File: src/rtl/uart_rx.sv
// ---------------------------------------------------------------------------
// uart_rx
//   Oversampling UART receiver. Frame format (data length, parity enable and
//   type, number of stop bits) is captured at the start-bit centre and held
//   for the whole frame. Data bits arrive LSB first.
//
//   Optional feature macro: UART_RX_SYNC_EN
//     When defined, i_rx_serial passes through a 2-flop synchronizer
//     (reset value 1) before the FSM.
//
// Ports
//   clk             system clock
//   rst_n           asynchronous active-low reset
//   rx_tick         one-clk enable pulse at OVERSAMPLE x baud
//   i_num_bit_data  data length: 00=5, 01=6, 10=7, 11=8 bits
//   i_stop_bit      0 = one stop bit, 1 = two stop bits
//   i_parity_en     1 = a parity bit follows the data bits
//   i_parity_type   0 = even, 1 = odd
//   i_rx_serial     serial line, idle high
//   o_data          received word, LSB aligned, unused upper bits 0
//   o_rx_done       one-clk pulse when a frame completes
//   o_parity_err    parity mismatch flag of the last frame
//   state_dbg       current FSM state (0=IDLE 1=START 2=DATA 3=PARITY 4=STOP)
//
// Output handshake: o_rx_done is a single-cycle valid strobe with no ready;
// o_data and o_parity_err are valid in that cycle and held until the next
// frame completes.
// ---------------------------------------------------------------------------
module uart_rx #(
  parameter int OVERSAMPLE = 16
) (
  input  logic       clk,
  input  logic       rst_n,
  input  logic       rx_tick,
  input  logic [1:0] i_num_bit_data,
  input  logic       i_stop_bit,
  input  logic       i_parity_en,
  input  logic       i_parity_type,
  input  logic       i_rx_serial,
  output logic [7:0] o_data,
  output logic       o_rx_done,
  output logic       o_parity_err,
  output logic [2:0] state_dbg
);

  localparam int CW = $clog2(OVERSAMPLE);
  localparam logic [CW-1:0] HALF_M1 = CW'(OVERSAMPLE / 2 - 1);
  localparam logic [CW-1:0] LAST    = CW'(OVERSAMPLE - 1);

  typedef enum logic [2:0] {
    IDLE   = 3'd0,
    START  = 3'd1,
    DATA   = 3'd2,
    PARITY = 3'd3,
    STOP   = 3'd4
  } state_t;

  state_t state, state_next;

  // Serial input, optionally synchronized
  logic rx_s;
`ifdef UART_RX_SYNC_EN
  logic [1:0] sync_q;
  always_ff @(posedge clk or negedge rst_n) begin
    if (!rst_n) sync_q <= 2'b11;
    else        sync_q <= {sync_q[0], i_rx_serial};
  end
  assign rx_s = sync_q[1];
`else
  assign rx_s = i_rx_serial;
`endif

  // Datapath registers
  logic [CW-1:0] cnt;
  logic [2:0]    bit_idx;
  logic [7:0]    shift_q;
  logic          par_bit_q;
  logic          second_stop_q;
  logic [1:0]    nbits_q;
  logic          stop2_q;
  logic          par_en_q;
  logic          par_type_q;

  // Control strobes from the FSM
  logic cnt_clr, cnt_inc, latch_cfg, sample_data, sample_par;
  logic set_second_stop, frame_done;

  // Index of the last data bit: 4..7 for 5..8 bits
  logic [2:0] last_idx;
  assign last_idx = 3'd4 + {1'b0, nbits_q};

  always_ff @(posedge clk or negedge rst_n) begin
    if (!rst_n) state <= IDLE;
    else        state <= state_next;
  end

  always_comb begin
    state_next      = state;
    cnt_clr         = 1'b0;
    cnt_inc         = 1'b0;
    latch_cfg       = 1'b0;
    sample_data     = 1'b0;
    sample_par      = 1'b0;
    set_second_stop = 1'b0;
    frame_done      = 1'b0;
    if (rx_tick) begin
      case (state)
        IDLE: begin
          if (!rx_s) begin
            state_next = START;
            cnt_clr    = 1'b1;
          end
        end
        START: begin
          if (cnt == HALF_M1) begin
            cnt_clr = 1'b1;
            // A line back high at mid start bit is a glitch, not a frame
            if (!rx_s) begin
              state_next = DATA;
              latch_cfg  = 1'b1;
            end else begin
              state_next = IDLE;
            end
          end else begin
            cnt_inc = 1'b1;
          end
        end
        DATA: begin
          if (cnt == LAST) begin
            cnt_clr     = 1'b1;
            sample_data = 1'b1;
            if (bit_idx == last_idx) state_next = par_en_q ? PARITY : STOP;
          end else begin
            cnt_inc = 1'b1;
          end
        end
        PARITY: begin
          if (cnt == LAST) begin
            cnt_clr    = 1'b1;
            sample_par = 1'b1;
            state_next = STOP;
          end else begin
            cnt_inc = 1'b1;
          end
        end
        STOP: begin
          // Stop-bit value is not checked; the frame is delivered regardless
          if (cnt == LAST) begin
            cnt_clr = 1'b1;
            if (stop2_q && !second_stop_q) begin
              set_second_stop = 1'b1;
            end else begin
              frame_done = 1'b1;
              state_next = IDLE;
            end
          end else begin
            cnt_inc = 1'b1;
          end
        end
        default: state_next = IDLE;
      endcase
    end
  end

  always_ff @(posedge clk or negedge rst_n) begin
    if (!rst_n) begin
      cnt           <= '0;
      bit_idx       <= '0;
      shift_q       <= '0;
      par_bit_q     <= 1'b0;
      second_stop_q <= 1'b0;
      nbits_q       <= '0;
      stop2_q       <= 1'b0;
      par_en_q      <= 1'b0;
      par_type_q    <= 1'b0;
      o_data        <= '0;
      o_rx_done     <= 1'b0;
      o_parity_err  <= 1'b0;
    end else begin
      o_rx_done <= frame_done;
      if (cnt_clr)      cnt <= '0;
      else if (cnt_inc) cnt <= cnt + 1'b1;
      if (latch_cfg) begin
        nbits_q       <= i_num_bit_data;
        stop2_q       <= i_stop_bit;
        par_en_q      <= i_parity_en;
        par_type_q    <= i_parity_type;
        bit_idx       <= '0;
        shift_q       <= '0;
        par_bit_q     <= 1'b0;
        second_stop_q <= 1'b0;
      end
      // Bits land directly at their final position, so short words come out
      // LSB aligned with zero upper bits
      if (sample_data) begin
        shift_q[bit_idx] <= rx_s;
        bit_idx          <= bit_idx + 3'd1;
      end
      if (sample_par)      par_bit_q     <= rx_s;
      if (set_second_stop) second_stop_q <= 1'b1;
      if (frame_done) begin
        o_data       <= shift_q;
        o_parity_err <= par_en_q & ((^shift_q) ^ par_bit_q ^ par_type_q);
      end
    end
  end

  assign state_dbg = state;

endmodule

File: config.mk
export PLATFORM = sky130hd
export DESIGN_NAME = uart_rx
export DESIGN_NICKNAME = d
export VERILOG_FILES = /design/src/rtl/uart_rx.sv
export SDC_FILE = /design/constraint.sdc
export NUM_CORES = 1
export LEC_CHECK = 0
export ABC_CLOCK_PERIOD_IN_PS = 4500
export CAP_MARGIN = 20
export CELL_PAD_IN_SITES_DETAIL_PLACEMENT = 1
export CELL_PAD_IN_SITES_GLOBAL_PLACEMENT = 1
export CORE_MARGIN = 2
export CORE_UTILIZATION = 47
export CTS_CLUSTER_DIAMETER = 100
export DETAILED_ROUTE_END_ITERATION = 8
export PLACE_DENSITY = 0.85
export SETUP_SLACK_MARGIN = 0.1
export SYNTH_ARGS = -nofsm -noshare
export SYNTH_HDL_FRONTEND = slang
export SYNTH_SLANG_ARGS = --single-unit
File: constraint.sdc
create_clock -name clk -period 4.5 [get_ports clk]
set_input_delay 0.9 -clock clk [delete_from_list [all_inputs] [get_ports clk]]
set_output_delay 0.9 -clock clk [all_outputs]
set_load 0.03 [all_outputs]
* Word level (Yosys, flattened, before mapping) *
Cells that the tools add are included.

storage, ports and cells
  flip-flop bits (word level) = 35
  input port bits = 9
  output and inout port bits = 13
  logic and storage cells = 92

cells by class
  add/sub/neg operators = 3
  $lt $le $gt $ge = 2
  eq/ne operators = 14
  multiplexer cells = 46
  bitwise logic cells = 3
  reduce and logical (&&, ||, !) cells = 11

operators by type and width
  cell                                                                          number
  3-bit two-way mux                                                             10
  1-bit two-way mux                                                             26
  8-bit two-way mux                                                             2
  3-bit one-hot mux with 5 select lines                                         1
  2-bit inequality test, second input constant                                  7
  8-bit bitwise mux                                                             1
  4-bit two-way mux                                                             2
  8-bit AND reduction                                                           1
  2-bit nonzero test                                                            4
  8-bit XOR reduction                                                           1
  3-bit by 2-bit equality test with 1-bit output, second input constant         2
  4-bit by 1-bit adder with 4-bit output, second input constant                 1
  4-bit by 3-bit equality test with 1-bit output, second input constant         1
  4-bit equality test, second input constant                                    1
  3-bit by 4-bit less-than comparator with 1-bit output, second input constant  1
  3-bit by 1-bit adder with 3-bit output, second input constant                 1
  3-bit by 2-bit adder with 3-bit output, first input constant                  1
  1-bit demux with 3-bit select                                                 1
  3-bit by 1-bit equality test with 1-bit output, second input constant         1
  3-bit equality test                                                           1
  3-bit equality test, second input constant                                    1
  3-bit by 1-bit >= comparator with 1-bit output, second input constant         1
  3-bit logical NOT                                                             1
  1-bit one-hot mux with 3 select lines                                         1
  other kinds (7)                                                               9

* Depth between registers and ports, before layout *
  depth in word-level cells = 7
  mapped depth = 7
  depth with buffers taken out = 5

* Worst setup path before layout *
No wires, ideal clock.

  path type = input-to-reg
  start point = input i_rx_serial
  end point = register nbits_q[0]
  library setup time = 0.125 ns
  arrival = 1.852 ns
  data required time = 4.375 ns
  path slack = 2.523 ns
  stages = 3
  buffers on the path = 1
  path through = or4_4 -> buf_6 -> mux2_4

on the way
  word-level cells in the longest chain between the ends = 4

ends and longest elaborated chain
  element               line  source
  from (decl)           39    input logic i_rx_serial,
  1-bit two-way mux     118   if (!rx_s) begin
  1-bit two-way mux     115   if (cnt == HALF_M1) begin
  1-bit two-way mux     107   case (state)
  1-bit two-way mux     106   if (rx_tick) begin
  to (signal assigned)  184   nbits_q <= i_num_bit_data;
  to (decl)             79    logic [1:0] nbits_q;

No other way between the ends.
A chain may end at the register's enable or synchronous reset.

* Worst setup path in the final report *
  start point = register state[0] (netlist: state_dbg[0])
  end point = output state_dbg[0]

RTL lines
  element                 line  source
  from (decl)             58    state_t state, state_next;
  from (signal assigned)  94    else state <= state_next;
  to (decl)               43    output logic [2:0] state_dbg

No word-level cell between the ends.

==> flow_summary.yaml <==
sta:
  hold_violations: 0
  max_freq_ghz: 0.397
  min_period_over_period: 0.560
  worstMarginPinSlew_ns: 0.615
  final-max-slew-violation-count: 0
  setup-tns-final_ns: 0
  rsz0062_at_grt: "false"
  setup_viol: 0
  fin_skew_ns: 0.00418
  finalCriticalPeriod_ns: 2.52
  slew_headroom: 0.589
  fin_hold_ws_ns: 0.505
critical_path:
  worst-path-max-fanout: 13
  cp-startpoint: "state_dbg[0]"
  critPathKind: "reg2out"
  cp_slowest_stage_delay_ns: 0.75
  timing.rr.start: "cnt[0]"
  crit_path_start_kind: "flip-flop"
  endpoint_kind: "primary output"
  cp_num_buf_inv: 1
  crit_required_ns: 3.60
  cp.arrival_ns: 1.62
  path_cells: "clkdlybuf4s50_1"
  cp_slowest_cell: "clkdlybuf4s50_1"
  cp_top_family: "buffers and inverters"
floorplan:
  core_area_um2: 3690
  io_pins: 22
  row_count: 22
  chipHeight_um: 66.2
  initial_core_util: 0.493
  die_w_um: 66.2
  die_area_um2: 4380
grt:
  grt_overflow: 0
  grt_pass1_wl_mm: 6.75
  grt_max_degree: 36
  grt_use_met3: 0.0716
  grt_util_met2: 0.344
  antenna_found_initial: 0
  grt_use_total: 0.208
  grt_busiest_layer: "met2"
  grt_pass1_vias: 1425
  grtUsageMet1: 0.261
logic_synthesis:
  synth_edf_count: 0
  ys_types: 43
  yosysTopAreaCell: "dfrtp_1"
  syn_area_per_cell_um2: 11.0
  netlist_area_um2: 1820
  synth_most_common_cell: "dfrtp_1"
  ys.flop_type: "dfrtp_1"
  yosys_warnings: 0
  yosys-top-cells-area: "dfrtp_1 48%, mux2i_1 5.5%, mux2_2 5.0%, mux2_4 5.0%, nand2_1 4.1%"
  syn-instance-count: 165
  synth_commonest_cells: "35 x dfrtp_1, 20 x nand2_1, 10 x mux2i_1, 10 x nand3_1"
  ys_async_sr_fraction: 1.00
  ys_ff_latch: 35
  yosysTopAreaCellShare: 0.482
  syn-num-nets: 176
  synth_seq_area_share: 0.482
clock_network:
  cts_root_buffer: "clkbuf_8"
  cts_buffers: 5
  clockBufferDepth: 2
  cts.sinks: 35
  cts_resized: 0
  clkSlewWorstSetupHoldPaths_ns: 0.07
  htree_levels: 2
  cts_setup_buffers: 0
  cts_hold_buf: 0
  cts_tree: "built"
  clock_latency_ns: 0.29
cells_and_area:
  finalCoreUtilization: 0.583
  synthToLayoutAreaGrowth_pct: 18.2
  diodes: 0
  fin_nets: 199
  stdcell_area_um2: 2150
  drive_above_1_share: 0.148
power:
  p_seq_frac: 0.496
  power_frac_comb: 0.168
  power_density_nw_per_um2: 341
  finalPower_mw: 0.734
  clkPwrFrac: 0.336
  power.internal_mw: 0.532
  p_switching_mw: 0.202
  p_sw_frac: 0.275
  leakagePower_nw: 0.995
  ir_worst_vdd_mv: 0.235
run_status:
  status: "complete, no violations"
place:
  placement.cell_area_um2: 2050
  port_buffers: 21
  place_hpwl_mm: 2.72
  routabilityCongestion: 0.917
worst_hold_path:
  hold_path_class: "reg2reg"
  holdCritStartpoint: "o_data[6]"
drt:
  ant_nets: 0
  drt-total-wl_mm: 3.79
  firstDrtPassIters: 4
  wire_per_inst_um: 16.0
  initialDrtViolationCount: 51
  vias: 1330
  via_per_inst: 5.61
  drc_errors: 0
run:
  cap_viol_max_count: 0
==> layout make-up <==
type,count,area (um^2)
multi-input cells,116,866
clock buffers,8,100
repair buffers,22,218
well taps,48,60.1
fillers,418,1540
flip-flops and latches,35,876
inverters,8,30.0
==> cell usage in the layout, fill, tap and decap left out, drive strengths merged, types with 3 or more instances in the layout <==
cell	instances
a21oi	7
mux2	14
o31ai	3
nor2b	4
dfrtp	35
o21ai	8
nand3	11
xnor2	8
or4	3
inv	7
mux2i	10
clkbuf	8
nand2	20
clkdlybuf4s50	21
==> power groups by stage <==
| stage | sequential [mW] | clock [mW] | combinational, mW |
|---|---|---|---|
| finish | 0.364 | 0.247 | 0.123 |
| global route | 0.367 | 0.270 | 0.136 |
| floorplan | 0.363 | 0 | 0.0861 |
| global placement | 0.366 | 0 | 0.118 |
| detailed placement | 0.370 | 0 | 0.124 |
| CTS | 0.363 | 0.255 | 0.125 |
==> sequential cells by signal, summed over array words and instances (netlist names) <==
| signal | cells |
|---|---|
| stop2_q | 1 |
| nbits_q | 2 |
| bit_idx | 3 |
| state_dbg | 3 |
| par_type_q | 1 |
| second_stop_q | 1 |
| o_rx_done | 1 |
| o_parity_err | 1 |
| shift_q | 8 |
| cnt | 4 |
| par_bit_q | 1 |
| par_en_q | 1 |
| o_data | 8 |
==> through the flow <==
step | worst slack [ns] | cells
after floorplan | 2.52 | 165
after global placement | 1.95 | 229
after detailed placement | 1.89 | 229
after CTS | 1.97 | 237
after global routing | 1.93 | 237
final | 1.98 | 237
==> metal layers <==
metal  part of all wire  vias to the layer above
met1               0.43                      667
met5                  0                        -
met4             0.0098                        0
met2               0.51                       24
li1                   -                      633
met3              0.046                        6
==> path summary, 6_finish.rpt <==
check | end | slack (ns) | cells past startpoint
min | o_data[6] | 0.50 | 1
min reg2reg | o_data[6] | 0.50 | 1
max reg2reg | state_dbg[0] | 2.40 | 5
max in group asynchronous | nbits_q[1] | 3.16 | 2
max | state_dbg[0] | 1.98 | 1
min in group asynchronous | o_data[5] | 1.03 | 2
==> cells by family (layout without fill, tap and decap cells) <==
| logic type | count (synthesis) | count (layout) | synth area share |
|---|---|---|---|
| compound gates | 26 | 26 | 0.0922 |
| fa+ha+maj | 2 | 2 | 0.0138 |
| simple gates | 54 | 54 | 0.160 |
| mux | 24 | 24 | 0.154 |
| flops | 35 | 35 | 0.482 |
| buf+inv | 14 | 38 | 0.0420 |
| xor+xnor | 10 | 10 | 0.0557 |
Power figures use the tool's default switching activity.
